### src/rtl/nibble_serial_addsub_if.sv
// Handshake and data bundle for nibble_serial_addsub.
// The acc_sel request bit exists only when NSA_ACCUM_EN is defined.
interface nibble_serial_addsub_if #(
   parameter int WIDTH = 16
);
   logic             start;
   logic             op_sub;
   logic [WIDTH-1:0] a;
   logic [WIDTH-1:0] b;
`ifdef NSA_ACCUM_EN
   logic             acc_sel;
`endif
   logic             busy;
   logic             done;
   logic [WIDTH-1:0] result;
   logic             cout;
   logic             ovf_signed;
   logic             ovf_unsigned;

   // Requester side: issues operations, observes status and result
   modport master (
      output start, op_sub, a, b,
`ifdef NSA_ACCUM_EN
      output acc_sel,
`endif
      input  busy, done, result, cout, ovf_signed, ovf_unsigned
   );

   // Adder side: accepts operations, drives status and result
   modport slave (
      input  start, op_sub, a, b,
`ifdef NSA_ACCUM_EN
      input  acc_sel,
`endif
      output busy, done, result, cout, ovf_signed, ovf_unsigned
   );
endinterface

### src/rtl/nibble_serial_addsub.sv
// nibble_serial_addsub: WIDTH-bit add/subtract computed one nibble per clock
// through a single 4-bit slice, LSB nibble first, carry registered between
// nibbles. Subtraction is a + ~b + 1 (carry-in seeded with op_sub).
// Optional feature macro: NSA_ACCUM_EN (adds acc_sel; A operand may be taken
// from the current result register for chained accumulation).
module nibble_serial_addsub #(
   parameter int WIDTH = 16
) (
   input logic                   clk,
   input logic                   rst_n,
   nibble_serial_addsub_if.slave bus
);

   localparam int NIB   = WIDTH / 4;
   localparam int IDX_W = (NIB > 1) ? $clog2(NIB) : 1;
   localparam logic [IDX_W-1:0] LAST_IDX = IDX_W'(NIB - 1);

   localparam logic [1:0] S_IDLE = 2'd0;
   localparam logic [1:0] S_RUN  = 2'd1;
   localparam logic [1:0] S_DONE = 2'd2;

   // 4-bit add slice: returns {carry_out, sum[3:0]}
   function automatic logic [4:0] slice_add(input logic [3:0] x,
                                            input logic [3:0] y,
                                            input logic       ci);
      slice_add = {1'b0, x} + {1'b0, y} + {4'b0000, ci};
   endfunction

   logic [1:0]       r_state;
   logic [WIDTH-1:0] r_a;        // shifts right one nibble per RUN cycle
   logic [WIDTH-1:0] r_b;        // already inverted for subtraction
   logic             r_op_sub;
   logic             r_carry;
   logic [IDX_W-1:0] r_idx;
   logic [WIDTH-1:0] r_result;
   logic             r_busy;
   logic             r_done;
   logic             r_cout;
   logic             r_ovf_s;
   logic             r_ovf_u;

   logic             w_accept;
   logic [WIDTH-1:0] w_a_src;
   logic [WIDTH-1:0] w_b_src;
   logic [4:0]       w_slice;
   logic             w_last;
   logic [WIDTH-1:0] w_result_next;

   // Request acceptance, operand source selection and the nibble slice
   always_comb begin
      w_accept      = 1'b0;
      w_a_src       = bus.a;
      w_b_src       = bus.b;
      w_result_next = r_result;
      if (((r_state == S_IDLE) || (r_state == S_DONE)) && bus.start) begin
         w_accept = 1'b1;
      end else begin
         w_accept = 1'b0;
      end
`ifdef NSA_ACCUM_EN
      if (bus.acc_sel) begin
         w_a_src = r_result;
      end else begin
         w_a_src = bus.a;
      end
`endif
      if (bus.op_sub) begin
         w_b_src = ~bus.b;
      end else begin
         w_b_src = bus.b;
      end
      w_slice = slice_add(r_a[3:0], r_b[3:0], r_carry);
      w_last  = (r_idx == LAST_IDX);
      for (int n = 0; n < NIB; n++) begin
         if (r_idx == IDX_W'(n)) begin
            w_result_next[4*n +: 4] = w_slice[3:0];
         end else begin
            w_result_next[4*n +: 4] = r_result[4*n +: 4];
         end
      end
   end

   // Sequencer: IDLE -> RUN (NIB nibbles) -> DONE, DONE may re-enter RUN
   always_ff @(posedge clk or negedge rst_n) begin
      if (!rst_n) begin
         r_state  <= S_IDLE;
         r_a      <= '0;
         r_b      <= '0;
         r_op_sub <= 1'b0;
         r_carry  <= 1'b0;
         r_idx    <= '0;
         r_result <= '0;
         r_busy   <= 1'b0;
         r_done   <= 1'b0;
         r_cout   <= 1'b0;
         r_ovf_s  <= 1'b0;
         r_ovf_u  <= 1'b0;
      end else begin
         case (r_state)
            S_IDLE, S_DONE: begin
               r_done <= 1'b0;
               if (w_accept) begin
                  r_a      <= w_a_src;
                  r_b      <= w_b_src;
                  r_op_sub <= bus.op_sub;
                  r_carry  <= bus.op_sub;
                  r_idx    <= '0;
                  r_busy   <= 1'b1;
                  r_state  <= S_RUN;
               end else begin
                  r_busy   <= 1'b0;
                  r_state  <= S_IDLE;
               end
            end
            S_RUN: begin
               r_result <= w_result_next;
               r_carry  <= w_slice[4];
               r_a      <= {4'b0000, r_a[WIDTH-1:4]};
               r_b      <= {4'b0000, r_b[WIDTH-1:4]};
               if (w_last) begin
                  // r_a[3]/r_b[3] hold the operand MSBs on the last nibble
                  r_cout  <= w_slice[4];
                  r_ovf_s <= (r_a[3] == r_b[3]) && (w_slice[3] != r_a[3]);
                  r_ovf_u <= r_op_sub ? ~w_slice[4] : w_slice[4];
                  r_idx   <= '0;
                  r_busy  <= 1'b0;
                  r_done  <= 1'b1;
                  r_state <= S_DONE;
               end else begin
                  r_idx   <= r_idx + IDX_W'(1);
                  r_busy  <= 1'b1;
                  r_done  <= 1'b0;
                  r_state <= S_RUN;
               end
            end
            default: begin
               r_busy  <= 1'b0;
               r_done  <= 1'b0;
               r_state <= S_IDLE;
            end
         endcase
      end
   end

   assign bus.busy         = r_busy;
   assign bus.done         = r_done;
   assign bus.result       = r_result;
   assign bus.cout         = r_cout;
   assign bus.ovf_signed   = r_ovf_s;
   assign bus.ovf_unsigned = r_ovf_u;

endmodule

### src/flat_wrapper.sv
// flat-port wrapper written by rule: the top's interface ports become plain ports
module nibble_serial_addsub_flat 
#(
   parameter int WIDTH = 16
)
  (clk, rst_n, bus_start, bus_op_sub, bus_a, bus_b, bus_busy, bus_done, bus_result, bus_cout, bus_ovf_signed, bus_ovf_unsigned);
  nibble_serial_addsub_if #(.WIDTH(WIDTH)) bus_i ();
  input logic clk;
  input logic rst_n;
  input wire logic [$bits(bus_i.start)-1:0] bus_start;
  input wire logic [$bits(bus_i.op_sub)-1:0] bus_op_sub;
  input wire logic [$bits(bus_i.a)-1:0] bus_a;
  input wire logic [$bits(bus_i.b)-1:0] bus_b;
  output wire logic [$bits(bus_i.busy)-1:0] bus_busy;
  output wire logic [$bits(bus_i.done)-1:0] bus_done;
  output wire logic [$bits(bus_i.result)-1:0] bus_result;
  output wire logic [$bits(bus_i.cout)-1:0] bus_cout;
  output wire logic [$bits(bus_i.ovf_signed)-1:0] bus_ovf_signed;
  output wire logic [$bits(bus_i.ovf_unsigned)-1:0] bus_ovf_unsigned;
  assign bus_i.start = bus_start;
  assign bus_i.op_sub = bus_op_sub;
  assign bus_i.a = bus_a;
  assign bus_i.b = bus_b;
  assign bus_busy = bus_i.busy;
  assign bus_done = bus_i.done;
  assign bus_result = bus_i.result;
  assign bus_cout = bus_i.cout;
  assign bus_ovf_signed = bus_i.ovf_signed;
  assign bus_ovf_unsigned = bus_i.ovf_unsigned;
  nibble_serial_addsub #(.WIDTH(WIDTH)) u_core (.clk(clk), .rst_n(rst_n), .bus(bus_i));
endmodule
### config.mk
export PLATFORM = sky130hd
export DESIGN_NAME = nibble_serial_addsub_flat
export DESIGN_NICKNAME = d
export VERILOG_FILES = /design/src/rtl/nibble_serial_addsub_if.sv /design/src/rtl/nibble_serial_addsub.sv /design/src/flat_wrapper.sv
export SDC_FILE = /design/constraint.sdc
export NUM_CORES = 1
export LEC_CHECK = 0
export ABC_AREA = 1
export BUFFER_PORTS_ARGS = -buffer_cell sky130_fd_sc_hd__buf_4
export CELL_PAD_IN_SITES_DETAIL_PLACEMENT = 2
export CELL_PAD_IN_SITES_GLOBAL_PLACEMENT = 2
export CORE_ASPECT_RATIO = 0.8
export CORE_MARGIN = 4
export CORE_UTILIZATION = 36
export CTS_BUF_LIST = sky130_fd_sc_hd__clkbuf_2
export DETAILED_ROUTE_END_ITERATION = 7
export PLACE_DENSITY_LB_ADDON = 0.1
export SYNTH_ARGS = -nofsm -noshare
export SYNTH_HDL_FRONTEND = slang
export SYNTH_SLANG_ARGS = --single-unit
### constraint.sdc
create_clock -name clk -period 4.2 [get_ports clk]
set_clock_uncertainty 0.1 [all_clocks]
set_input_delay 0.84 -clock clk [delete_from_list [all_inputs] [get_ports clk]]
set_output_delay 0.84 -clock clk [all_outputs]
set_load 0.01 [all_outputs]
==> results_dict.tcl, run 1 <==
set metrics [dict create \
    num_antenna_cells 0 \
    ir_worst_vdd_mv 0.201 \
    crit_path_max_fanout 30 \
    grt_max_degree 58 \
    final_cells 451 \
    p_int_w 0.00135 \
    tns_ns 0 \
    timing.final.crit_share_pct 49.7 \
    hp-class "in -> async" \
    drv_slew 0 \
    seq_area_frac_synth_pct 53.3 \
    port_buffers 56 \
    grt.total_usage_pct 17.4 \
    synth_top_family_by_area "simple AND/OR/NAND/NOR gates" \
    required_ns 4.50 \
    multi_input_comb_area_um2 1090 \
    reg2reg_slack_ns 2.11 \
    synth.distinct_cells 23 \
    leakage_nw 1.66 \
    synthTopCellsByArea "dfrtp_1 53%, nand2_1 17%, nand3_1 6.0%, ha_1 3.3%, xnor2_1 2.9%" \
    end_kind "flip-flop" \
    rows 27 \
    synth_largest_area_cell "dfrtp_1" \
    pwr-share-clk_pct 13.8 \
    antenna_found_initial 0 \
    synth-xor-area-share_pct 3.27 \
    yosysWarnings 0 \
    start_util_pct 37.9 \
    clkLatencyLatePin_ns 0.47 \
    die-area_um2 8890 \
    hold-worst-slack_ns 0.303 \
    fill_cells 800 \
    clk_pin_slew_ns 0.16 \
    cts_root_buffer "clkbuf_2" \
    netlist_instances 304 \
    cts_buffers 9 \
    drt_first_iter_violations 107 \
    fin_nets 404 \
    synthSimpleGateAreaFrac_pct 24.9 \
    place_ws_ns 2.13 \
    ioPinCount 57 \
    synth-seq-cells 57 \
    sw_frac_of_total_pct 44.4 \
    setup_viol 0 \
    overflow 0 \
    cts_resized 0 \
    synth_compound_area_share_pct 7.76 \
    synthesis.area_um2 2680 \
    p_comb_share_pct 46.5 \
    fin_ws_ns 2.11 \
    synthMuxAreaShare_pct 0 \
    post_drt_via_cell_ratio 4.96 \
    finalCriticalPeriod_ns 2.09 \
    h-tree-depth 3 \
    wirelength_um 7150 \
    cts_tree "done" \
    synth.avg_cell_area_um2 8.81 \
    status "finished, final reports clean" \
    grt_pass1_vias 2516 \
    dp_hpwl_um 5040 \
    synth_fp_nets 349 \
    yosys.area_share.adder_pct 4.77 \
    die_w_um 104 \
    hold_violations 0 \
    grt_pass1_wl_um 12400 \
    regArea_um2 1430 \
    num_vias 2237 \
    relSlewSlack_pct 50.1 \
    pwr-share-seq_pct 39.7 \
    drive_gt1_share_pct 21.4 \
    route.detailed.drc 0 \
    critical_path.startpoint_type "flip-flop" \
    worstSetupPathType "reg -> reg" \
    synth_top_area_share_pct 53.3 \
    wl_per_cell_um 15.9 \
    ant_nets 0 \
    cap_violations 0 \
    cts.sinks 57 \
    drtPass1Iterations 4 \
    postCtsSetupRepairBufs 0 \
    p_per_area_nw_per_um2 754 \
    final_cell_mix "123 x nand2_1, 57 x dfrtp_1, 56 x buf_4" \
    cp.arrival_ns 2.39 \
    worstMarginPinSlew_ns 0.748 \
    syn_to_final_growth_pct 20.0 \
    place_inst 435 \
    p_sw_w 0.00108 \
    core_area_um2 7060 \
    cts_buffer_depth 2 \
    die_y_um 85.1 \
    cts_hold_buf 0 \
    final_common_cell "nand2_1" \
    rsz0062_at_grt "false" \
    gp_congestion 0.791 \
    max_freq_ghz 0.479 \
]
-- area by class of cell --
type	count	share of cell area (%)
Clock buffer	11	1.71
Clock inverter	5	1.44
Tap cell	87	3.39
Timing Repair Buffer	56	13.1
Sequential cell	57	44.4
Multi-Input combinational cell	218	33.9
Inverter	17	2.06
-- metal layers --
layer / wire (µm) / track usage, % / vias to the layer above
met1: 3500 / 22.8 / 1101
met3: 267 / 4.56 / 8
met4: 61 / 5.43 / 0
met2: 3320 / 28.5 / 41
li1: - / - / 1087
met5: 0 / 0 / -
-- sequential cells by signal, summed over array words and instances, names as in the netlist --
name,count
u_core.bus.cout,1
u_core.bus.done,1
u_core.bus.ovf_signed,1
u_core.bus.ovf_unsigned,1
u_core.bus.result,16
u_core.r_a,16
u_core.r_b,16
u_core.r_carry,1
u_core.r_idx,2
u_core.r_op_sub,1
u_core.r_state,1
-- cells in the mapped netlist --
cell type  instances
nand2_1          123
dfrtp_1           57
nand3_1           32
o21ai_0           15
inv_1             12
a21oi_1            9
xnor2_1            9
ha_1               7
o21ai_1            7
o211ai_1           6
buf_2              4
buf_4              4
buf_6              4
inv_2              3
nand2_2            3
fa_1               2
clkinv_1           1
inv_4              1
nand2_4            1
nor2_1             1
nor2_4             1
o31ai_1            1
xor2_1             1
-- through the flow --
step	instance area, µm²	total power, W	util (%)
5_1_grt	3210	0.00267	45.5
3_3_place_gp	3110	0.00206	44.1
2_1_floorplan	2680	0.00172	-
6_report	3210	0.00242	45.5
4_1_cts	3210	0.00247	45.5
3_5_place_dp	3110	0.00212	44.1
-- cells by family after synthesis --
group / count (synthesis)
DFF: 57
xor gates and xnor gates: 10
AOI/OAI and AO/OA: 38
adders and majority gates: 9
and+or+nand+nor: 161
buffers and inverters: 29
-- final timing paths --
path                                      start                      end  cells past startpoint
worst max-delay path            u_core.bus.done  u_core.bus.ovf_unsigned                      5
worst min-delay path                      rst_n           u_core.r_b[12]                      1
worst max register to register  u_core.bus.done  u_core.bus.ovf_unsigned                      5
worst min register to register   u_core.r_a[13]           u_core.r_a[13]                      2
max in group asynchronous                 rst_n     u_core.bus.result[7]                      1
min in group clk                 u_core.r_a[13]           u_core.r_a[13]                      2
-- worst max-delay path: stages, from the launching register on --
cell	delay (ns)
dfrtp_1	0.47
nor2_4	0.59
nand2_1	0.43
inv_1	0.27
nand3_1	0.10
nand2_1	0.07
-- power groups by stage --
stage               registers [W]  clock network [W]  logic (W)
finish                   0.000962           0.000334    0.00113
global route             0.000995           0.000377    0.00130
CTS                      0.000965           0.000349    0.00116
detailed placement       0.000974                  0    0.00114
global placement         0.000963                  0    0.00110
floorplan                0.000971                  0   0.000746
Note: power is estimated with default switching activity, not from simulation.
==> run 2, diff against run 1 <==
--- a/config.mk
+++ b/config.mk
@@ -11,7 +11,7 @@
 export CELL_PAD_IN_SITES_GLOBAL_PLACEMENT = 2
 export CORE_ASPECT_RATIO = 0.8
 export CORE_MARGIN = 4
-export CORE_UTILIZATION = 36
+export CORE_UTILIZATION = 30
 export CTS_BUF_LIST = sky130_fd_sc_hd__clkbuf_2
 export DETAILED_ROUTE_END_ITERATION = 7
 export PLACE_DENSITY_LB_ADDON = 0.1
==> constraint.sdc (replaced) <==
create_clock -name clk -period 1.9 [get_ports clk]
set_clock_uncertainty 0.1 [all_clocks]
set_input_delay 0.38 -clock clk [delete_from_list [all_inputs] [get_ports clk]]
set_output_delay 0.38 -clock clk [all_outputs]
set_load 0.01 [all_outputs]
==> run 2 against run 1 <==
Against the previous run:
- clock power grew 130%
- routed wire length grew 3.6%
- highest routed layer unchanged
- core utilization shrank 4.3 points
- sequential power grew 120%
- combinational power grew 130%
- maximum frequency grew 15%
- setup slack lost 2.0 ns
==> results_dict.tcl, run 2 (synthesis gave the netlist of run 1 again) <==
set metrics [dict create \
    status "finished, final reports clean" \
    grt_pass1_wl_um 12400 \
    relSlewSlack_pct 74.4 \
    critPathMaxStageDelay_ns 0.44 \
    ant_nets 0 \
    p_int_w 0.00311 \
    wirelength_um 7410 \
    ioPinCount 57 \
    final_cell_mix "123 x nand2_1, 61 x buf_4, 57 x dfrtp_1" \
    worstSetupPathType "reg -> reg" \
    max_freq_ghz 0.552 \
    hp-class "in -> reg" \
    pwr-share-clk_pct 14.1 \
    final_cells 504 \
    drive_gt1_share_pct 23.0 \
    overflow 0 \
    finalCriticalPeriod_ns 1.81 \
    h-tree-depth 3 \
    p_per_area_nw_per_um2 1560 \
    drtPass1Iterations 4 \
    cts_buffers 9 \
    dp_hpwl_um 5220 \
    die_w_um 114 \
    wl_per_cell_um 14.7 \
    gp_congestion 0.728 \
    p_sw_w 0.00241 \
    num_antenna_cells 0 \
    cts_tree "done" \
    grt_pass1_vias 2436 \
    critical_path.startpoint_type "flip-flop" \
    die-area_um2 10500 \
    route.detailed.drc 0 \
    cap_violations 0 \
    multi_input_comb_area_um2 1110 \
    final_common_cell "nand2_1" \
    clkLatencyLatePin_ns 0.48 \
    post_drt_via_cell_ratio 4.69 \
    cts.sinks 57 \
    num_vias 2364 \
    hold_violations 0 \
    fin_nets 432 \
    required_ns 2.23 \
    worstPathCellList "fa_2 -> fa_2 -> nand3_1 -> nand3_2 -> nand2_1 -> nand3_1 -> nand2_1" \
    port_buffers 56 \
    post-route-util_pct 41.2 \
    cts_buffer_depth 2 \
    fill_cells 968 \
    syn_to_final_growth_pct 32.3 \
    regArea_um2 1430 \
    timing.final.crit_share_pct 95.4 \
    rows 30 \
    crit_path_max_fanout 3 \
    slowest_stage "dfrtp_1" \
    ir_worst_vdd_mv 0.405 \
    cts_root_buffer "clkbuf_2" \
    leakage_nw 1.80 \
    core_area_um2 8600 \
    worstMarginPinSlew_ns 0.384 \
    clk_pin_slew_ns 0.16 \
    place_inst 464 \
    end_kind "flip-flop" \
    cp.arrival_ns 2.15 \
    start_util_pct 31.1 \
    sw_frac_of_total_pct 43.7 \
    antenna_found_initial 0 \
    pwr-share-seq_pct 38.2 \
    grt_max_degree 35 \
    grt.total_usage_pct 15.1 \
    die_y_um 92.5 \
    drt_first_iter_violations 62 \
    p_comb_share_pct 47.7 \
    drv_slew 0 \
    setup_viol 0 \
]
-- run 2: final timing paths --
check | slack [ns] | cells past startpoint | start | end
min in group asynchronous | 0.21 | 2 | rst_n | u_core.bus.result[7]
worst max-delay path | 0.09 | 7 | u_core.r_carry | u_core.bus.ovf_unsigned
worst min register to register | 0.39 | 2 | u_core.r_a[13] | u_core.r_a[13]
worst max register to register | 0.09 | 7 | u_core.r_carry | u_core.bus.ovf_unsigned
worst min-delay path | 0.06 | 3 | bus_b[2] | u_core.r_b[2]
max in group asynchronous | 0.97 | 3 | rst_n | u_core.r_a[0]
-- run 2: what timing repair did --
item                                    4_1_cts  5_1_grt
buffers inserted                              1        1
hold endpoints to repair                     63        4
pin swaps                                     0        0
gates resized for setup                       1        3
hold buffers                                 18        4
endpoints found under the setup margin        7       10
-- run 2: metrics by stage --
stage / total power, W / cell area, µm² / TNS, ns / hold WS (ns) / setup slack [ns]
floorplan: 0.00380 / 2680 / 0 / -0.0156 / 0.130
global placement: 0.00462 / 3190 / 0 / 0.217 / 0.0178
detailed placement: 0.00473 / 3190 / -0.132 / 0.223 / -0.0320
CTS: 0.00558 / 3480 / 0 / 0.00135 / 0.00126
global route: 0.00607 / 3540 / -0.0131 / 0.00413 / -0.0131
finish: 0.00552 / 3540 / 0 / 0.0641 / 0.0872
-- run 2: power groups by stage --
stage	Combinational, W	Clock (W)	Sequential, W
after floorplan	0.00165	0	0.00215
after global placement	0.00251	0	0.00212
after detailed placement	0.00259	0	0.00214
after CTS	0.00265	0.000816	0.00212
after global routing	0.00301	0.000879	0.00218
final	0.00263	0.000778	0.00211
-- run 2: layer usage --
metal  vias to the layer above  wire (µm)  GRT usage [%]  part of all wire [%]
met5                         -          0              0                     0
met4                         0         42           4.20                  0.57
met3                         6        320           4.70                   4.3
met2                        38       3580           24.3                    48
met1                      1181       3470           19.6                    47
li1                       1139          -              -                     -
-- run 2: critical path, delay by kind of cell (launching register included) --
kind                     cells  cell delay [ns]
adder cells (fa/ha/maj)      2             0.80
flip-flops                   1             0.44
AND/OR/NAND/NOR              5             0.43
-- run 2: cell type report --
| type | count | share of cell area (%) |
|---|---|---|
| clock buffer | 12 | 1.70 |
| inverter | 17 | 1.87 |
| tap | 112 | 3.96 |
| clock inverter | 4 | 1.24 |
| multi-input combinational | 218 | 31.3 |
| timing repair buffer | 84 | 19.7 |
| sequential | 57 | 40.3 |
==> run 3, diff against run 2 <==
--- a/config.mk
+++ b/config.mk
@@ -11,7 +11,7 @@
 export CELL_PAD_IN_SITES_GLOBAL_PLACEMENT = 2
 export CORE_ASPECT_RATIO = 0.8
 export CORE_MARGIN = 4
-export CORE_UTILIZATION = 30
+export CORE_UTILIZATION = 36
 export CTS_BUF_LIST = sky130_fd_sc_hd__clkbuf_2
 export DETAILED_ROUTE_END_ITERATION = 7
 export PLACE_DENSITY_LB_ADDON = 0.1
==> constraint.sdc (replaced) <==
create_clock -name clk -period 2.1 [get_ports clk]
set_clock_uncertainty 0.1 [all_clocks]
set_input_delay 0.42 -clock clk [delete_from_list [all_inputs] [get_ports clk]]
set_output_delay 0.42 -clock clk [all_outputs]
set_load 0.01 [all_outputs]
==> run 3 against run 2 <==
Against the previous run:
- routed wire length fell by 3.0%
- non-clock buffer count fell by 19
- sequential power fell by 9%
==> results_dict.tcl, run 3 (synthesis gave the netlist of run 1 again) <==
set metrics [dict create \
    overflow 0 \
    timing.final.crit_share_pct 95.7 \
    start_util_pct 37.9 \
    core_area_um2 7060 \
    pwr-share-clk_pct 11.6 \
    clkLatencyLatePin_ns 0.47 \
    cts_root_buffer "clkbuf_2" \
    antenna_found_initial 0 \
    worstSetupPathType "reg -> reg" \
    cts.sinks 57 \
    num_antenna_cells 0 \
    relSlewSlack_pct 50.6 \
    cts_buffer_depth 2 \
    die-area_um2 8890 \
    max_freq_ghz 0.498 \
    postCtsSetupRepairBufs 0 \
    route.detailed.drc 0 \
    die_w_um 104 \
    grt.total_usage_pct 17.6 \
    ir_worst_vdd_mv 0.459 \
    critPathMaxStageDelay_ns 0.47 \
    fin_nets 413 \
    cts_buffers 9 \
    wl_per_cell_um 15.6 \
    gp_congestion 0.872 \
    sw_frac_of_total_pct 45.2 \
    num_vias 2277 \
    syn_to_final_growth_pct 22.6 \
    pwr-share-seq_pct 39.9 \
    place_inst 437 \
    met3_usage_pct 5.78 \
    cp_top_family "adder cells" \
    met1_usage_pct 23.5 \
    critical_path.startpoint_type "flip-flop" \
    cp_num_buf_inv 0 \
    ioPinCount 57 \
    p_int_w 0.00262 \
    clk_pin_slew_ns 0.16 \
    setup_viol 0 \
    worstPathCellList "fa_1 -> fa_1 -> nand3_1 -> nand3_1 -> nand2_1 -> nand3_1" \
    cap_violations 0 \
    leakage_nw 1.70 \
    post_drt_via_cell_ratio 4.95 \
    wirelength_um 7190 \
    end_kind "flip-flop" \
    ant_nets 0 \
    final_common_cell "nand2_1" \
    crit_path_max_fanout 3 \
    drtPass1Iterations 4 \
    h-tree-depth 3 \
    drive_gt1_share_pct 22.0 \
    dp_hpwl_um 5060 \
    final_cells 460 \
    status "finished, final reports clean" \
    p_comb_share_pct 48.5 \
    regArea_um2 1430 \
    p_sw_w 0.00216 \
    required_ns 2.37 \
    design_area_um2 3280 \
    cts_tree "done" \
    final_cell_mix "123 x nand2_1, 58 x buf_4, 57 x dfrtp_1" \
    multi_input_comb_area_um2 1100 \
    drt_first_iter_violations 73 \
    fill_cells 809 \
    die_y_um 85.1 \
    worstMarginPinSlew_ns 0.741 \
    hp-class "in -> reg" \
    grt_pass1_wl_um 12500 \
    top_usage_layer "met2" \
    p_per_area_nw_per_um2 1460 \
    placed_area_um2 3130 \
    slowest_stage "fa_1" \
    use_met2_pct 28.0 \
    finalCriticalPeriod_ns 2.01 \
    drv_slew 0 \
    hold-worst-slack_ns 0.0550 \
    port_buffers 56 \
    cp.arrival_ns 2.28 \
    crit_top_cell "nand3_1" \
    rows 27 \
    hold_violations 0 \
    grt_pass1_vias 2578 \
    grt_max_degree 58 \
]
run 3: what timing repair did:
action	4_1_cts	5_1_grt
endpoints found under the setup margin	0	4
endpoints found under the hold margin	58	5
resized for setup	0	1
hold buffers	2	5
run 3: area by class of cell:
type                            count  area share [%]
Clock buffer                       11            1.68
Clock inverter                      5           0.686
Inverter                           17            2.02
Multi-Input combinational cell    218            33.4
Sequential cell                    57            43.5
Tap cell                           87            3.32
Timing Repair Buffer               65            15.4
run 3: worst reg2reg max path: cells and delay by family (launching register included):
family / cells / cell delay, ns
adder cells (fa/ha/maj): 2 / 0.92
AND/OR/NAND/NOR: 4 / 0.47
flip-flops: 1 / 0.44
run 3: through the flow:
step	utilization (%)	power, W	worst slack [ns]	setup TNS [ns]
after floorplan	-	0.00343	0.330	0
after global placement	44.3	0.00414	0.206	0
after detailed placement	44.3	0.00424	0.139	0
after CTS	45.7	0.00483	0.103	0
after global routing	46.5	0.00530	-0.00367	-0.00367
final	46.5	0.00478	0.0910	0
run 3: path summary, 6_finish.rpt:
path	start	endpoint	slack (ns)	depth (start not counted)
hold / removal	bus_a[13]	u_core.r_a[13]	0.06	3
hold reg to reg	u_core.r_a[14]	u_core.r_a[14]	0.40	2
max in group asynchronous	rst_n	u_core.bus.ovf_unsigned	0.97	2
setup reg to reg	u_core.r_carry	u_core.r_carry	0.09	6
min in group asynchronous	rst_n	u_core.r_b[12]	0.44	2
setup / recovery	u_core.r_carry	u_core.r_carry	0.09	6
run 3: power groups by stage:
stage	logic, W	clock network, W	registers [W]
after global routing	0.00267	0.000647	0.00199
after global placement	0.00223	0	0.00191
final	0.00232	0.000552	0.00191
after floorplan	0.00149	0	0.00194
after detailed placement	0.00230	0	0.00194
after CTS	0.00233	0.000583	0.00191
run 3: per-layer routing:
metal / share of wire (%) / up-vias / routed length, µm
li1: - / 1102 / -
met4: 0.71 / 0 / 51
met3: 3.9 / 4 / 279
met1: 50 / 1129 / 3560
met5: 0 / - / 0
met2: 46 / 42 / 3290
